===== config.mk =====
export PLATFORM = sky130hd
export DESIGN_NAME = bitcnt_engine
export DESIGN_NICKNAME = d
export VERILOG_FILES = /design/src/rtl/bitcnt_engine.sv
export SDC_FILE = /design/constraint.sdc
export NUM_CORES = 1
export LEC_CHECK = 0
export BUFFER_PORTS_ARGS = -buffer_cell sky130_fd_sc_hd__buf_2
export CAP_MARGIN = 20
export CORE_UTILIZATION = 52
export DETAILED_ROUTE_END_ITERATION = 10
export GPL_TIMING_DRIVEN = 1
export PLACE_DENSITY = 0.79
export RECOVER_POWER = 100
export SLEW_MARGIN = 10
export SYNTH_ARGS = -nofsm -noshare
export SYNTH_HDL_FRONTEND = slang
export SYNTH_SLANG_ARGS = --single-unit

===== constraint.sdc =====
create_clock -name clk -period 7.1 [get_ports clk]
set_input_delay 2.13 -clock clk [delete_from_list [all_inputs] [get_ports clk]]
set_output_delay 2.13 -clock clk [all_outputs]
set_load 0.01 [all_outputs]

===== src/rtl/bitcnt_engine.sv =====
// bitcnt_engine: multi-cycle CPOP/CLZ/CTZ unit reading and writing the register file.
// Define BITCNT_FAST_EXIT_EN to let COUNT exit as soon as the result is known.
module bitcnt_engine #(
  parameter int XLEN = 32,
  parameter int CW = $clog2(XLEN) + 1
) (
  input  logic            clk,
  input  logic            rst_n,
  input  logic            start,
  input  logic [1:0]      op,
  input  logic [4:0]      rs,
  input  logic [4:0]      rd,
  output logic            busy,
  output logic            done,
  output logic [4:0]      rf_ra,
  input  logic [XLEN-1:0] rf_rdata,
  output logic            rf_we,
  output logic [4:0]      rf_wa,
  output logic [XLEN-1:0] rf_wd
);
  typedef enum logic [1:0] {IDLE, READ, COUNT, WRITE} state_t;
  state_t state, state_nxt;
  logic [1:0] op_q;
  logic [4:0] rd_q;
  logic [XLEN-1:0] sreg, sreg_nxt;
  logic [CW-1:0] cnt, cnt_nxt, step;
  logic found, bit_x, last, is_clz, is_cpop;
  always_comb begin
    is_clz = op_q == 2'b01;
    is_cpop = op_q != 2'b01 && op_q != 2'b10;
    bit_x = is_clz ? sreg[XLEN-1] : sreg[0];
    sreg_nxt = is_clz ? sreg << 1 : sreg >> 1;
    cnt_nxt = cnt + CW'(is_cpop ? bit_x : (!found && !bit_x));
    last = step == CW'(XLEN - 1);
`ifdef BITCNT_FAST_EXIT_EN
    last = last || (is_cpop ? sreg_nxt == '0 : bit_x);
`endif
    state_nxt = state == IDLE  ? (start ? READ : IDLE) :
                state == READ  ? COUNT :
                state == COUNT ? (last ? WRITE : COUNT) : IDLE;
  end
  always_ff @(posedge clk or negedge rst_n) begin
    if (!rst_n) begin
      state <= IDLE;
      op_q <= '0;
      rd_q <= '0;
      rf_ra <= '0;
      sreg <= '0;
      cnt <= '0;
      step <= '0;
      found <= 1'b0;
      rf_wa <= '0;
      rf_wd <= '0;
    end else begin
      state <= state_nxt;
      if (state == IDLE && start) begin
        op_q <= op;
        rf_ra <= rs;
        rd_q <= rd;
      end
      if (state == READ) begin
        sreg <= rf_rdata;
        cnt <= '0;
        step <= '0;
        found <= 1'b0;
      end
      if (state == COUNT) begin
        sreg <= sreg_nxt;
        cnt <= cnt_nxt;
        step <= step + CW'(1);
        found <= found | bit_x;
        // result is registered on entry to WRITE so it holds afterwards
        if (last) begin
          rf_wa <= rd_q;
          rf_wd <= {{(XLEN-CW){1'b0}}, cnt_nxt};
        end
      end
    end
  end
  assign busy = state != IDLE;
  assign done = state == WRITE;
  assign rf_we = done && rd_q != '0;
endmodule


# Word level (Yosys, flattened, before mapping)
# Cells that the tools add are included.
totals:
  ff_bits: 70
  latchBits: 0
  ram_bits: 0
  romBits: 0
  input_bits: 47
  out_inout_bits: 45
  elab_cells: 46
  memories: 0
classes:
  n_addsub: 2
  multipliers: 0
  div_mod_pow: 0
  magnitude_cmp: 0
  eq_ne: 7
  shifts: 0
  muxes: 15
  bitwise: 1
  n_reduce_logical: 11
op_table:
  columns: ["op", "n"]
  rows:
  - ["$mux 32", 3]
  - ["$mux 6", 3]
  - ["$add 6x1->6", 1]
  - ["$add 6x1->6 const B", 1]
  - ["$eq 6x5->1 const B", 1]
  - ["$mux 1", 6]
  - ["$mux 2", 3]
  - ["$reduce_bool 5->1", 1]
  - ["$eq 2x1->1 const B", 2]
  - ["$eq 2x2->1 const B", 2]
  - ["$logic_and 1x1->1", 4]
  - ["$reduce_bool 2->1", 2]
  - ["$logic_not 1->1", 2]
  - ["$logic_not 2->1", 1]
  - ["$ne 2x1->1 const B", 1]
  - ["$ne 2x2->1 const B", 1]
  - ["$reduce_and 2->1", 1]
  - ["$or 1x1->1", 1]

# Depth between registers and ports, before layout
depth:
  depth_word: 7
  mapped_depth: 9
  mapped_depth_nobuf: 9

# Worst setup path after synthesis
# No wires, ideal clock.
synth_timing:
  path_type: "register -> output"
  from: "register rd_q[0]"
  to: "output rf_we"
  arrival_ns: 1.064
  slack_ns: 3.906
  path_stages_with_launch: 3
  path_buffers: 0
  cell_sequence: "dfrtp_1 > or4_1 > o21a_1"
synth_between:
  elab_chain_cells: 2
synth_lines:
  columns: ["element", "line_no", "text"]
  rows:
  - ["start, declared", "24", "logic [4:0] rd_q;"]
  - ["start signal, assigned", "59", "rd_q <= rd;"]
  - ["$reduce_bool 5->1", "82", "assign rf_we = done && rd_q != '0;"]
  - ["$logic_and 1x1->1", "82", null]
  - ["end, declared", "17", "output logic rf_we,"]
# Every way passes these cells.

# Worst setup path in the final report
layout_timing:
  from: "register state[0]"
  to: "register rf_wa[0]"
layout_between:
  elab_chain_cells: 2
layout_lines:
  columns: ["element", "line_no", "text"]
  rows:
  - ["start, declared", "22", "state_t state, state_nxt;"]
  - ["start signal, assigned", "55", "state <= state_nxt;"]
  - ["$eq 2x2->1", "67", "if (state == COUNT) begin"]
  - ["$reduce_and 2->1 (no source line)", null, null]
  - ["end signal, assigned", "74", "rf_wa <= rd_q;"]
  - ["end, declared", "18", "output logic [4:0] rf_wa,"]
# Every way passes these cells.
# A chain may end at the register's enable or synchronous reset.

==> results.yml <==
run_status:
  status: "finished with violations"
  violations: "design-rule violations, max-capacitance violations, max-slew violations"
synth:
  synth_top_area_share: 0.490
  ys_types: 39
  ys_seq_area_frac: 0.490
  syn_area_um2: 3570
  postSynthCellCount: 329
  synthFlopType: "dfrtp_1"
  ys_ff_latch: 70
  synth_top_area_cell: "dfrtp_1"
  syn_avg_cell_area_um2: 10.9
  yosysWarnings: 0
  synthTopCellsByArea: "dfrtp_1 49%, a221oi_1 7.4%, buf_4 5.7%, o2bb2ai_1 5.1%, mux2_2 4.7%"
  synthArstFlopShare: 1.00
  synth_edf_count: 0
setup_path:
  reg2regPathDepth: 5
  cp_common_cell: "inv_1"
  critical_path_buf_inv_count: 2
  r2r_start: "state[0]"
  crit_path_end_kind: "flop"
  cpPeakStageDelay_ps: 2320
  timing.rr.end: "rf_wa[0]"
  worstPathCellList: "inv_1 > ha_1 > inv_1 > nor4_1 > mux2_2"
  crit_fanout: 38
  regToRegSetupSlack_ps: 2530
  worstPathRequired_ps: 7330
  worst_setup_path_start_kind: "flop"
  crit_family: "simple AND/OR/NAND/NOR gates"
  cp_data_arrival_time_ps: 4810
  critPathKind: "flop to flop"
  critPathSlowestCell: "nor4_1"
placed_design:
  gp_congestion: 0.755
  pre_cts_ws_ps: 3770
  hpwl_mm: 4.63
  io_buffers: 65
power_and_ir_drop:
  fin_total_pwr_mw: 1.77
  internal_power_mw: 1.05
  switching_power_mw: 0.715
  p_sw_frac: 0.405
  vdd_ir_drop_max_uv: 296
  power_frac_seq: 0.385
  power.combinational.fraction: 0.417
  p_clk_frac: 0.197
  power.density_nw_per_um2: 443
  leakage_nw: 1.79
floorplan:
  initial_utilization: 0.550
  die-height_um: 84.9
  rows: 29
  core_um2: 6490
  dieArea_um2: 7210
  top_level_ports: 92
  die_w_um: 84.9
clocking:
  insertion_delay_ps: 350
  cts_buffer_depth: 2
  hold_buffers: 0
  cts_root_buffer: "clkbuf_8"
  cts_resized: 0
  cts.clk_slew.worst_paths_ps: 80
  tritoncts: "built"
  cts_max_level: 3
  numCtsBuffers: 9
  post_cts_buffers: 0
  numClockSinks: 70
timing:
  worst_pin_slew_ps: 2740
  maxSlewViolCount: 66
  period_needed_ps: 4570
  fmax_mhz: 219
  rsz0062_at_grt: "false"
  hold_viol_final: 0
  fin_ws_ps: 2530
  fin_skew_ps: 10.3
  timing.final.crit_share: 0.644
  relSlewSlack: -0.846
  setup_viol: 0
  setup_tns_ps: 0
worst_hold_path:
  hp-class: "flop to flop"
  min_to: "sreg[26]"
  hp-start: "sreg[27]"
  hold_path_depth: 1
route:
  wl_per_cell_um: 15.4
  via_per_inst: 5.76
  drc: 6
  firstDrtPassIters: 8
  wl_mm: 7.23
  num_vias: 2698
  detail-route-antenna-nets: 0
  drtIter0Drc: 196
global_route:
  antenna_found_initial: 0
  grt_overflow_total: 0
  grt_pass1_vias: 2589
  grt_pass1_wl_mm: 12.1
  grt_max_degree: 71
  grt_usage: 0.216
layout:
  num_antenna_cells: 0
  fillerInstances: 550
  area_delta_synth_final_pct: 11.4
  nets: 441
  layout-drive-gt1-share: 0.223
job:
  maxCapViolCount: 2
## per-layer routing
layer / GRT usage / wire length, µm / part of all wire / vias to the layer above
li1: - / - / - / 1254
met5: 0 / 0 / 0 / -
met3: 0.0447 / 404 / 0.056 / 11
met1: 0.284 / 3250 / 0.45 / 1323
met4: 0.0986 / 134 / 0.019 / 0
met2: 0.347 / 3440 / 0.48 / 110
## Yosys cell counts (2+ instances only)
cell and number:
a21oi_1 2, xnor2_1 2, mux2_4 8, xor2_1 2
buf_1 5, buf_2 12, nor2b_1 4, o21ai_0 15
nand2_1 17, o2bb2ai_1 21, nand3_1 7, mux2_2 15
inv_1 11, clkbuf_1 3, and3_1 2, ha_1 8
a22o_1 3, or4_1 2, dfrtp_1 70, a221oi_1 30
a31oi_1 2, buf_4 27, mux2i_1 7, or3_1 2
nor2_1 38
## cells in the final DEF (no fill, tap or decap), drive strengths merged, types with 2 or more instances in the layout
cell type,instances
or4,2
o2bb2ai,21
xnor2,2
xor2,2
nor2,38
inv,12
mux2,23
clkbuf,31
a21oi,2
bufinv,2
mux2i,7
ha,8
nand3,7
or3,2
a22o,3
conb,26
nand2,18
a31oi,2
a221oi,30
clkinv,3
dfrtp,70
buf,48
and3,2
o21ai,15
nor2b,4
## worst register-to-register path, delay by kind of cell, from the launching register on
| kind | cells | cell delay, ps |
|---|---|---|
| adder cells (fa/ha/maj) | 1 | 490 |
| multiplexers | 1 | 480 |
| AND/OR/NAND/NOR | 1 | 2330 |
| flip-flops | 1 | 410 |
| buffers and inverters | 2 | 760 |
## sequential cells by signal, indices dropped and copies added, names as in the netlist
signal and count:
cnt 6, found 1, op_q 2, rd_q 5
rf_ra 5, rf_wa 5, rf_wd 6, sreg 32
state 2, step 6
## worst max-delay path by stage
stage | from | end | slack [ps] | cells past startpoint
3_5_place_dp | rd_q[0] | rf_we | 3770 | 3
3_3_place_gp | rd_q[0] | rf_we | 3790 | 3
4_1_cts | rd_q[0] | rf_we | 3390 | 3
5_1_grt | state[0] | rf_wa[4] | 2140 | 5
2_1_floorplan | rd_q[0] | rf_we | 3910 | 2
6_report | state[0] | rf_wa[0] | 2530 | 5
## kinds of logic (layout without fill, tap and decap cells)
logic type,after synthesis,after routing,synth area share
AND/OR/NAND/NOR,77,77,0.0987
other,1,26,0.00105
flip-flops,70,70,0.490
XOR/XNOR,4,4,0.00980
AO/OA/AOI/OAI,79,79,0.174
buffers and inverters,60,97,0.0977
multiplexers,30,30,0.100
adder cells (fa/ha/maj),8,8,0.0280
## power by group through the flow
stage               registers (mW)  clock network, mW  logic, mW
floorplan                    0.657                  0      0.595
global placement             0.671                  0      0.703
detailed placement           0.682                  0      0.735
CTS                          0.676              0.355      0.741
global route                 0.700              0.374      0.832
finish                       0.680              0.348      0.737
## final cells by class
cell class              instances  area [µm²]  area share
clock buffers                  10         128      0.0320
clock inverters                 6        86.3      0.0217
inverters                      12        45.0      0.0113
multi-input cells             224        1550       0.390
flip-flops and latches         70        1750       0.440
well taps                      77        96.3      0.0242
repair buffers                 69         324      0.0813
## through the flow
| stage | util | hold WS [ps] | instances | instance area, µm² |
|---|---|---|---|---|
| after CTS | 0.619 | 511 | 467 | 4020 |
| after global placement | 0.586 | 485 | 451 | 3810 |
| final | 0.613 | 508 | 468 | 3980 |
| after global routing | 0.613 | 525 | 468 | 3980 |
| after detailed placement | 0.586 | 491 | 451 | 3810 |
| after floorplan | - | 471 | 354 | 3670 |
Power figures use the tool's default switching activity.
